**config.mk**
```make
export PLATFORM = sky130hd
export DESIGN_NAME = stack_ctrl
export DESIGN_NICKNAME = d
export VERILOG_FILES = /design/src/rtl/stack_ctrl_pkg.sv /design/src/rtl/stack_sp.sv /design/src/rtl/stack_ctrl.sv
export SDC_FILE = /design/constraint.sdc
export NUM_CORES = 1
export LEC_CHECK = 0
export CAP_MARGIN = 10
export CORE_MARGIN = 3
export CORE_UTILIZATION = 30
export CTS_CLUSTER_SIZE = 40
export DETAILED_ROUTE_END_ITERATION = 6
export SLEW_MARGIN = 20
export SYNTH_ARGS = -nofsm -noshare
export SYNTH_HDL_FRONTEND = slang
export SYNTH_SLANG_ARGS = --single-unit
```
**constraint.sdc**
```tcl
create_clock -name clock -period 4 [get_ports clock]
set_input_delay 0.4 -clock clock [delete_from_list [all_inputs] [get_ports clock]]
set_output_delay 0.4 -clock clock [all_outputs]
set_load 0.1 [all_outputs]
```
**src/rtl/stack_ctrl_pkg.sv**
```systemverilog
// Shared encodings for the stack controller: command opcodes and FSM states.
package stack_ctrl_pkg;

    typedef enum logic [1:0] {
        OP_PUSH    = 2'b00,
        OP_POP     = 2'b01,
        OP_REPLACE = 2'b10,
        OP_PEEK    = 2'b11
    } op_e;

    typedef enum logic [2:0] {
        S_IDLE   = 3'd0,
        S_EXEC   = 3'd1,
        S_RDWAIT = 3'd2,
        S_WRBACK = 3'd3,
        S_RESP   = 3'd4
    } state_e;

endpackage

```
**src/rtl/stack_sp.sv**
```systemverilog
// Stack pointer (next free slot) with full/empty decode; clear dominates,
// inc/dec are ignored at the boundaries so the pointer never wraps.
module stack_sp #(
    parameter int ADDR_W = 5
) (
    input  logic              clock,
    input  logic              clear,
    input  logic              inc,
    input  logic              dec,
    output logic [ADDR_W:0]   sp,
    output logic              empty,
    output logic              full
);

    localparam logic [ADDR_W:0] SP_MAX = {1'b1, {ADDR_W{1'b0}}};
    localparam logic [ADDR_W:0] SP_ONE = (ADDR_W+1)'(1);

    logic [ADDR_W:0] sp_q, sp_d;

    assign sp    = sp_q;
    assign empty = (sp_q == '0);
    assign full  = (sp_q == SP_MAX);

    always_comb begin
        sp_d = sp_q;
        if (clear)
            sp_d = '0;
        else if (inc && !full)
            sp_d = sp_q + SP_ONE;
        else if (dec && !empty)
            sp_d = sp_q - SP_ONE;
    end

    always_ff @(posedge clock) begin
        sp_q <= sp_d;
    end

endmodule

```
**src/rtl/stack_ctrl.sv**
```systemverilog
// Hardware stack controller over an external single-port RAM (1-cycle read).
// Define STACK_CTRL_PEEK_EN to enable op 11 (peek); otherwise it is rejected.
module stack_ctrl
    import stack_ctrl_pkg::*;
#(
    parameter int DATA_W = 16,
    parameter int ADDR_W = 5
) (
    input  logic              clock,
    input  logic              reset,
    input  logic              cmd_valid,
    output logic              cmd_ready,
    input  logic [1:0]        cmd_op,
    input  logic [DATA_W-1:0] cmd_data,
    output logic              rsp_valid,
    output logic              rsp_err,
    output logic [DATA_W-1:0] rsp_data,
    output logic              empty,
    output logic              full,
    output logic [ADDR_W:0]   depth,
    output logic [ADDR_W-1:0] mem_addr,
    output logic [DATA_W-1:0] mem_wdata,
    output logic              mem_wren,
    input  logic [DATA_W-1:0] mem_rdata
);

    localparam logic [ADDR_W-1:0] ADDR_ONE = ADDR_W'(1);

    state_e            state_q, state_d;
    op_e               op_q, op_d;
    logic [DATA_W-1:0] data_q, data_d;
    logic              rsp_valid_q, rsp_valid_d;
    logic              rsp_err_q, rsp_err_d;
    logic [DATA_W-1:0] rsp_data_q, rsp_data_d;

    logic [ADDR_W:0]   sp;
    logic              sp_inc, sp_dec;
    logic              exec_err;
    logic [ADDR_W-1:0] top_addr;
    logic              wren_raw;

    stack_sp #(.ADDR_W(ADDR_W)) u_sp (
        .clock (clock),
        .clear (reset),
        .inc   (sp_inc),
        .dec   (sp_dec),
        .sp    (sp),
        .empty (empty),
        .full  (full)
    );

    assign depth     = sp;
    // Low bits alone give the right slot even when full (sp = 2**ADDR_W).
    assign top_addr  = sp[ADDR_W-1:0] - ADDR_ONE;
    assign cmd_ready = (state_q == S_IDLE) && !reset;
    assign rsp_valid = rsp_valid_q;
    assign rsp_err   = rsp_err_q;
    assign rsp_data  = rsp_data_q;
    assign mem_wren  = wren_raw && !reset;

    always_comb begin
        case (op_q)
            OP_PUSH: exec_err = full;
`ifdef STACK_CTRL_PEEK_EN
            OP_PEEK: exec_err = empty;
`else
            OP_PEEK: exec_err = 1'b1;
`endif
            default: exec_err = empty;
        endcase
    end

    always_comb begin
        state_d     = state_q;
        op_d        = op_q;
        data_d      = data_q;
        rsp_valid_d = 1'b0;
        rsp_err_d   = rsp_err_q;
        rsp_data_d  = rsp_data_q;
        sp_inc      = 1'b0;
        sp_dec      = 1'b0;
        mem_addr    = '0;
        mem_wdata   = '0;
        wren_raw    = 1'b0;
        case (state_q)
            S_IDLE: begin
                if (cmd_valid) begin
                    op_d    = op_e'(cmd_op);
                    data_d  = cmd_data;
                    state_d = S_EXEC;
                end
            end
            S_EXEC: begin
                if (exec_err) begin
                    rsp_err_d   = 1'b1;
                    rsp_data_d  = '0;
                    rsp_valid_d = 1'b1;
                    state_d     = S_RESP;
                end else if (op_q == OP_PUSH) begin
                    mem_addr    = sp[ADDR_W-1:0];
                    mem_wdata   = data_q;
                    wren_raw    = 1'b1;
                    sp_inc      = 1'b1;
                    rsp_err_d   = 1'b0;
                    rsp_data_d  = data_q;
                    rsp_valid_d = 1'b1;
                    state_d     = S_RESP;
                end else begin
                    mem_addr = top_addr;
                    state_d  = S_RDWAIT;
                end
            end
            S_RDWAIT: begin
                mem_addr   = top_addr;
                rsp_err_d  = 1'b0;
                rsp_data_d = mem_rdata;
                sp_dec     = (op_q == OP_POP);
                if (op_q == OP_REPLACE) begin
                    state_d = S_WRBACK;
                end else begin
                    rsp_valid_d = 1'b1;
                    state_d     = S_RESP;
                end
            end
            S_WRBACK: begin
                mem_addr    = top_addr;
                mem_wdata   = data_q;
                wren_raw    = 1'b1;
                rsp_valid_d = 1'b1;
                state_d     = S_RESP;
            end
            S_RESP:  state_d = S_IDLE;
            default: state_d = S_IDLE;
        endcase
    end

    always_ff @(posedge clock) begin
        op_q   <= op_d;
        data_q <= data_d;
        if (reset) begin
            state_q     <= S_IDLE;
            rsp_valid_q <= 1'b0;
            rsp_err_q   <= 1'b0;
            rsp_data_q  <= '0;
        end else begin
            state_q     <= state_d;
            rsp_valid_q <= rsp_valid_d;
            rsp_err_q   <= rsp_err_d;
            rsp_data_q  <= rsp_data_d;
        end
    end

endmodule

```
==> impl_summary.md, run 1 <==
Run status
The flow ran to the end, and the final reports show no timing, DRC or antenna violations.

Timing
The setup slack after layout is 0.862 ns. For the pin with the worst max-slew slack, the measured transition is 1.00 ns. The hold slack is 0.471 ns. The total setup violations reported at the end of the flow is 0. Counting I/O delays and the setup requirement, the final critical path takes 3.14 ns. Setup repair after global routing left no endpoint under its margin.

Headroom to the max-slew limit came out at 32.9%. Adding up every negative setup slack in the final design gives 0 ns. Timing would allow up to 319 MHz. Across the routed clock network, the largest skew measured is 0.00429 ns. The number of hold violations in the final report is 0. The share of the cycle needed by the critical path after routing is 78.5%. The final number of max-transition violations is 0.

Route
After detailed routing, the average wire length per cell comes to 15.5 µm. The pre-antenna-repair detailed-routing pass consisted of 4 iterations. For this run, design rule violations remaining after detail routing come to 0. Once detail routing completed, the nets flagged for antenna violations numbered 0. The vias per cell is 4.90. The overall via count from detail_route is 1890.

The total wire length is 5980 µm. The initial DRC count is 71.

Floorplan
The height of the die is 92.3 µm. The I/O pin count is 86. The floorplan die width is 92.3 µm.

The die covers 8520 µm². For this configuration, the core starts out at a cell density of 31.9%. The floorplan row count is 30. The total area inside the core boundary comes to 7020 µm².

Min path
The source of the worst hold timing path is rsp_data[5]. The path class of the tightest hold or removal check is flop to flop. Counting instances, the worst hold path has a depth of 1.

Worst setup path
The element type at the critical path end is a primary output. By instance count, the cell type seen most on the critical path is sky130_fd_sc_hd__buf_4. STA puts the critical path data required time at 3.60 ns. STA puts the critical path data arrival time at 2.74 ns. The source of the critical timing path is u_sp.sp[0]. For this design, the slowest cell found on the critical path is sky130_fd_sc_hd__or4b_4.

Counting both buffers and inverters, the worst setup path holds a total of 3. The critical path is of the flop to primary output type. The worst setup path is launched from a flop. The start of the worst register-to-register path is u_sp.sp[0].

The worst-case reg-to-reg path depth is 11. The family with the most delay on the worst path is simple AND/OR/NAND/NOR gates. The signal on the critical path passes through inv_1 > ha_1 > or4b_4 > o2111a_1 > buf_4 > a21o_4 > and2_1 > buf_4. The worst register-to-register path has a setup slack of 0.92 ns.

The critical path crosses 8 cells after its start point. In this run the worst path has a maximum fanout of 21. In this design, the stage delay of the slowest critical-path cell is 0.49 ns.

Global route
The overall routing resource usage is 14.4%. The via count of the first global-routing pass is 1987. The initial antenna violation count is 0. The global route total overflow is 0. The first global-routing pass estimated 9780 µm of wire. Entering global routing, the biggest net connects 28 pins.

CTS
The clock-pin slew of the registers on the worst-case setup and hold paths is 0.09 ns. CTS built an H-tree with a depth of 2. The source-to-sink clock delay at the later pin of the worst-skew pair is 0.30 ns. The CTS root buffer is sky130_fd_sc_hd__clkbuf_8.

The number of buffers inserted for hold repair after clock tree synthesis is 0. The number of buffers created by CTS is 5. The post-cts repair resize count is 0.

Counting along the longest clock path gives a buffer depth of 2. In this run the post-CTS setup repair buffer count came out at 0. The clock tree from TritonCTS is done.

The clock net in this run drives a total of 45 sinks.

Yosys
Sequential elements use 48.3% of the synthesized area. Summing every instance area after synthesis gives 2240 µm². The flip-flop and latch count after synthesis is 45. The synthesized instance count is 203. The net count after synthesis is 250. For this run, the leading register cell type out of synthesis is sky130_fd_sc_hd__dfxtp_1. The number of synthesized flops with an enable pin is 18.

The proportion of synthesized flip-flops having asynchronous set or reset is 0%. The distinct cell type count of the synthesized netlist is 44. The number of warnings reported in the yosys synthesis log is 0. The synthesized area per cell is 11.0 µm².

Pwr
Internal power comes to 0.846 mW. The share of total power dissipated in sequential elements is 37.0%. The clock network power share is 20.6%. The power per unit of standard cell area is 468 nW/µm². The switching fraction of total power is 44.1%. The portion of total power attributed to combinational logic is 42.3%.

The switching power total is 0.669 mW. The leakage dissipation is 1.25 nW. Across the VDD grid, the largest voltage drop is 190 µV.

Placement
Before CTS, the worst setup slack after placement is 0.945 ns. Port buffering added 85 buffers. Summed over all nets, the half-perimeter wirelength after detailed placement is 4120 µm. Routability-driven placement finished with a final weighted congestion of 0.789.

Layout
The final standard cell utilization of the core is 46.1%. 0 antenna diodes ended up in the layout. At the end of the flow, the number of nets in the layout was 336. The fraction of final layout cells with drive strength greater than 1 is 19.7%. From synthesis to final layout, the design area changed by 44.8%.

Job
The tool flagged a number of max-cap violations equal to 0.
metrics by stage:
step	instances	power, mW	instance area [µm²]
finish	386	1.52	3240
global placement	378	1.21	3140
CTS	386	1.54	3240
floorplan	203	1.06	2240
detailed placement	378	1.21	3140
global route	386	1.59	3240
logic make-up (layout without fill, tap and decap cells):
kind of cell / count (synthesis) / in the layout / synth area share [%]
buf+inv: 20 / 107 / 3.92
fa+ha+maj: 10 / 10 / 5.93
xor+xnor: 5 / 5 / 1.96
mux: 3 / 3 / 1.34
simple gates: 57 / 57 / 16.2
compound gates: 63 / 63 / 22.3
flops: 45 / 45 / 48.3
registers in the layout (all words and copies together), names as in the netlist:
register   count
state_q        3
u_sp.sp        6
data_q        16
rsp_err        1
rsp_data      16
rsp_valid      1
op_q           2
worst reg2reg max path: stages (launching register included):
cell                        delay [ns]
sky130_fd_sc_hd__dfxtp_1          0.39
sky130_fd_sc_hd__inv_1            0.14
sky130_fd_sc_hd__ha_1             0.21
sky130_fd_sc_hd__or4b_4           0.49
sky130_fd_sc_hd__o2111a_1         0.28
sky130_fd_sc_hd__nand2_1          0.20
sky130_fd_sc_hd__ha_1             0.29
sky130_fd_sc_hd__a211oi_1         0.23
sky130_fd_sc_hd__nor2_1           0.10
sky130_fd_sc_hd__o21a_1           0.19
sky130_fd_sc_hd__a2111oi_0        0.38
sky130_fd_sc_hd__nor3_1           0.08
power groups by stage:
stage	combinational, mW	sequential (mW)	clock (mW)
CTS	0.644	0.561	0.331
detailed placement	0.642	0.572	0
global placement	0.642	0.570	0
finish	0.642	0.561	0.313
floorplan	0.377	0.678	0
global route	0.675	0.568	0.350
worst paths after layout:
kind,end
setup / recovery,mem_wdata[2]
setup reg to reg,u_sp.sp[5]
hold / removal,rsp_data[5]
hold reg to reg,rsp_data[5]
synth_stat cells, types with 4 or more instances:
cell type,number,share of area (%)
sky130_fd_sc_hd__ha_1,9,5.0
sky130_fd_sc_hd__a21oi_1,6,1.3
sky130_fd_sc_hd__a22oi_1,18,6.0
sky130_fd_sc_hd__nor3_1,6,1.3
sky130_fd_sc_hd__o2bb2ai_1,16,6.3
sky130_fd_sc_hd__o21ai_0,4,0.90
sky130_fd_sc_hd__a21o_1,4,1.3
sky130_fd_sc_hd__and2_1,7,2.0
sky130_fd_sc_hd__edfxtp_1,18,24
sky130_fd_sc_hd__nand2_1,8,1.3
sky130_fd_sc_hd__xnor2_1,5,2.0
sky130_fd_sc_hd__buf_2,4,0.90
sky130_fd_sc_hd__inv_1,9,1.5
sky130_fd_sc_hd__nor2_1,11,1.8
sky130_fd_sc_hd__dfxtp_1,27,24
sky130_fd_sc_hd__clkbuf_1,5,0.84
sky130_fd_sc_hd__and2_4,10,3.9
cell type report:
| class | count | area [µm²] |
|---|---|---|
| Clock buffer | 6 | 82.6 |
| Clock inverter | 2 | 17.5 |
| Fill cell | 659 | 3780 |
| Inverter | 9 | 33.8 |
| Multi-Input combinational cell | 138 | 1080 |
| Sequential cell | 45 | 1080 |
| Tap cell | 96 | 120 |
| Timing Repair Buffer | 90 | 826 |
layout by cell type, fill, tap and decap left out, drive strengths merged, types with 8 or more instances in the layout:
| cell | count |
|---|---|
| a22oi | 18 |
| and2 | 17 |
| buf | 30 |
| clkdlybuf4s50 | 60 |
| dfxtp | 27 |
| edfxtp | 18 |
| ha | 9 |
| inv | 10 |
| nand2 | 8 |
| nor2 | 11 |
| o2bb2ai | 17 |
layer usage:
metal	GRT usage, %	routed length (µm)
met4	4.08	58
met2	23.4	2820
met3	4.63	428
met5	0	0
met1	18.3	2670
No activity file was read; power rests on OpenSTA's default activity.
==> run 2: changes to the inputs <==
Clock period 4 ns to 2.7 ns, I/O delays scaled along.
==> run 2 against run 1 <==
Compared with the run above: sequential cell count is the same; power grew 66%; wire length grew 6.1%; clock-buffer cell count shrank 1; die area is the same; final cell count grew 2.1%; sequential share of layout area shrank 4.0 points; non-clock buffer count grew 8; worst setup slack lost 0.78 ns; global-route usage grew 0.77 points; largest power group unchanged; highest routed layer unchanged.
==> impl_summary.md, run 2 (synthesized netlist as in run 1, its figures left out) <==
Timing
The final critical path takes up 97.1% of the cycle. The worst path needs 2.62 ns of the cycle, external delays included. The setup slack after layout is 0.0779 ns (-0.784 ns).

The final number of max-transition violations is 0 (unchanged). The worst clock skew on the final layout is 0.00494 ns (+0.000652 ns). Setup repair after global routing could not meet its margin everywhere. The total negative slack for setup checks is 0 ns (unchanged). The total setup violations reported at the end of the flow came to 0 (unchanged).

The actual slew at the worst max-slew pin was 0.442 ns (-0.562 ns). The number of hold violations in the final report is 0 (unchanged). The normalized max-slew margin is 70.4% (+38 points). For this run, the top clock speed supported by timing is 381 MHz.

Worst setup path
The start of the worst register-to-register path is u_sp.sp[0]. STA classifies the critical path startpoint as a flop. The element type at the critical path end is a primary output. The required time of the critical path came to 2.43 ns (-1.17 ns). The internal reg-to-reg setup slack is 0.13 ns (-0.79 ns). The signal on the critical path passes through inv_4 > ha_4 > or4b_4 > o2111a_2 > a21o_4 > and2_1 > buf_12. The top fanout value on the critical path came to 17 (-19%). Among all stages on the critical path, the largest delay is contributed by sky130_fd_sc_hd__or4b_4. The critical path ends at mem_wdata[4].

The worst register-to-register path ends at u_sp.sp[5]. The data arrival time of the critical path came to 2.35 ns (-0.39 ns). The critical path starts at u_sp.sp[0].

The delay of the slowest cell on the worst path is 0.48 ns (about the same). The worst-case reg-to-reg path depth is 11 (unchanged). The critical path in this run is classified as flop to primary output.

Floorplan
The starting density of the core is 31.9% (unchanged). The height of the die is 92.3 µm (unchanged). The floorplan die width is 92.3 µm (unchanged). The I/O pin count is 86 (unchanged). The floorplan row count is 30 (unchanged).

The area inside the core boundary was 7020 µm² (unchanged). The die outline area was 8520 µm² (unchanged).

Route
The count of TritonRoute iterations in the first routing pass is 4 (unchanged). The total wire length is 6340 µm (+6.1%). The initial DRC count was 75 (+5.6%). The overall via count from detail_route is 1940 (+2.6%).

The number of routed nets with antenna violations is 0 (unchanged). The vias per cell came to 4.92 (+0.56%). The post-route DRC violation count is 0 (unchanged). The post-detailed-route wirelength per cell was 16.1 µm (+4.0%).

Pwr
The leakage dissipation is 1.45 nW (+16%). The power per unit of standard cell area is 673 nW/µm² (+44%). The worst IR drop on VDD is 352 µV (+85%).

CTS
The number of buffers inserted for hold repair after clock tree synthesis is 0 (unchanged). The CTS root buffer is sky130_fd_sc_hd__clkbuf_8. The maximum level of the CTS H-tree is 2 (unchanged). The clock tree from TritonCTS is done. The maximum clock insertion buffer count is 2 (unchanged).

The clock sink count is 45 (unchanged). The number of buffers created by CTS is 5 (unchanged). The source-to-sink clock delay at the later pin of the worst-skew pair is 0.29 ns (about the same).

The clock-pin slew of the registers on the worst-case setup and hold paths is 0.09 ns (about the same).

Global route
The initial antenna violation count is 0 (unchanged). The via count of the first global-routing pass came to 2009 (+1.1%). The first-pass GRT wire length is 10400 µm (+6.5%). The global route total overflow is 0 (unchanged). The largest net degree at the start of global routing is 21 (-25%). The overall routing resource usage was 15.1% (+0.77 points).

Placement
The half-perimeter wire length of the detailed placement result is 4600 µm (+12%). The instance count after placement with tap cells included is 385 (+1.9%). The post-placement worst setup slack is 0.164 ns (-0.781 ns). The count of input and output buffers is 85 (unchanged). The final RePlAce weighted congestion is 0.799 (+1.2%).

Layout
The post-route non-filler standard cell count was 394 (+2.1%). The final standard cell utilization of the core is 53.2% (+7.0 points). The number of nets in the finished design is 344 (+2.4%). The post-synthesis to final-layout area growth is 66.9%. In the layout the commonest cells are sky130_fd_sc_hd__buf_4 (37), sky130_fd_sc_hd__clkdlybuf4s50_1 (36), sky130_fd_sc_hd__buf_12 (24).

The fraction of final layout cells with drive strength greater than 1 is 38.6% (+19 points). The most frequent standard cell in the layout excluding fill and tap cells is sky130_fd_sc_hd__buf_4. The number of diodes was 0 (unchanged).

Min path
The path type of the worst min-delay path is flop to flop.

Run status
The run finished with clean final reports.

Job
The number of maximum-capacitance constraint violations was 0 (unchanged).
[run 2: changes by cell type in the layout (fill, tap and decap cells not counted), moves of 2 or more]
cell	before	now
sky130_fd_sc_hd__buf_12	0	24
sky130_fd_sc_hd__dfxtp_4	0	3
sky130_fd_sc_hd__and2_1	7	3
sky130_fd_sc_hd__and2_4	10	14
sky130_fd_sc_hd__ha_1	9	5
sky130_fd_sc_hd__buf_4	30	37
sky130_fd_sc_hd__clkdlybuf4s50_1	60	36
sky130_fd_sc_hd__dfxtp_1	27	21
sky130_fd_sc_hd__ha_4	0	4
sky130_fd_sc_hd__dfxtp_2	0	3
sky130_fd_sc_hd__inv_1	9	7
[run 2: worst min path at each step]
| stage | startpoint | end | depth (start not counted) |
|---|---|---|---|
| floorplan | cmd_data[0] | data_q[0] | 0 |
| global placement | rsp_data[7] | rsp_data[7] | 1 |
| detailed placement | rsp_data[14] | rsp_data[14] | 1 |
| CTS | rsp_data[12] | rsp_data[12] | 1 |
| global route | rsp_data[12] | rsp_data[12] | 1 |
| finish | rsp_data[4] | rsp_data[4] | 1 |
[run 2: area by class of cell]
cell class	instances	area [µm²]
Clock buffer	5	68.8
Clock inverter	3	47.5
Fill cell	625	3290
Inverter	9	36.3
Multi-Input combinational cell	138	1230
Sequential cell	45	1100
Tap cell	96	120
Timing Repair Buffer	98	1130
[run 2: metrics by stage]
step	power (mW)	hold slack, ns	instance area [µm²]
detailed placement	1.95	0.448	3550
global route	2.63	0.494	3730
global placement	1.95	0.447	3550
finish	2.51	0.474	3730
CTS	2.51	0.477	3680
floorplan	1.61	0.369	2360
[run 2: what timing repair did]
action	in CTS	in global routing
buffers inserted	0	1
setup endpoints to repair	4	15
resized for setup	2	9
pin swaps	0	3
[run 2: metal layers]
metal / vias up / wire, µm / GRT usage (%)
met4: 0 / 25 / 2.97
met2: 69 / 3200 / 25.7
met3: 2 / 457 / 4.47
met5: - / 0 / 0
li1: 944 / - / -
met1: 925 / 2660 / 19.1
[run 2: critical path: cells and delay by family (launching register included)]
family / cells / cell delay [ns]
DFF: 1 / 0.36
AOI/OAI and AO/OA: 2 / 0.63
and+or+nand+nor: 2 / 0.69
adders and majority gates: 1 / 0.13
buffers and inverters: 2 / 0.23
[run 2: power breakdown]
group	internal [mW]	switching [mW]	total (mW)
sequential	0.776	0.0510	0.827
clock	0.283	0.259	0.542
combinational	0.397	0.745	1.14
total	1.46	1.06	2.51
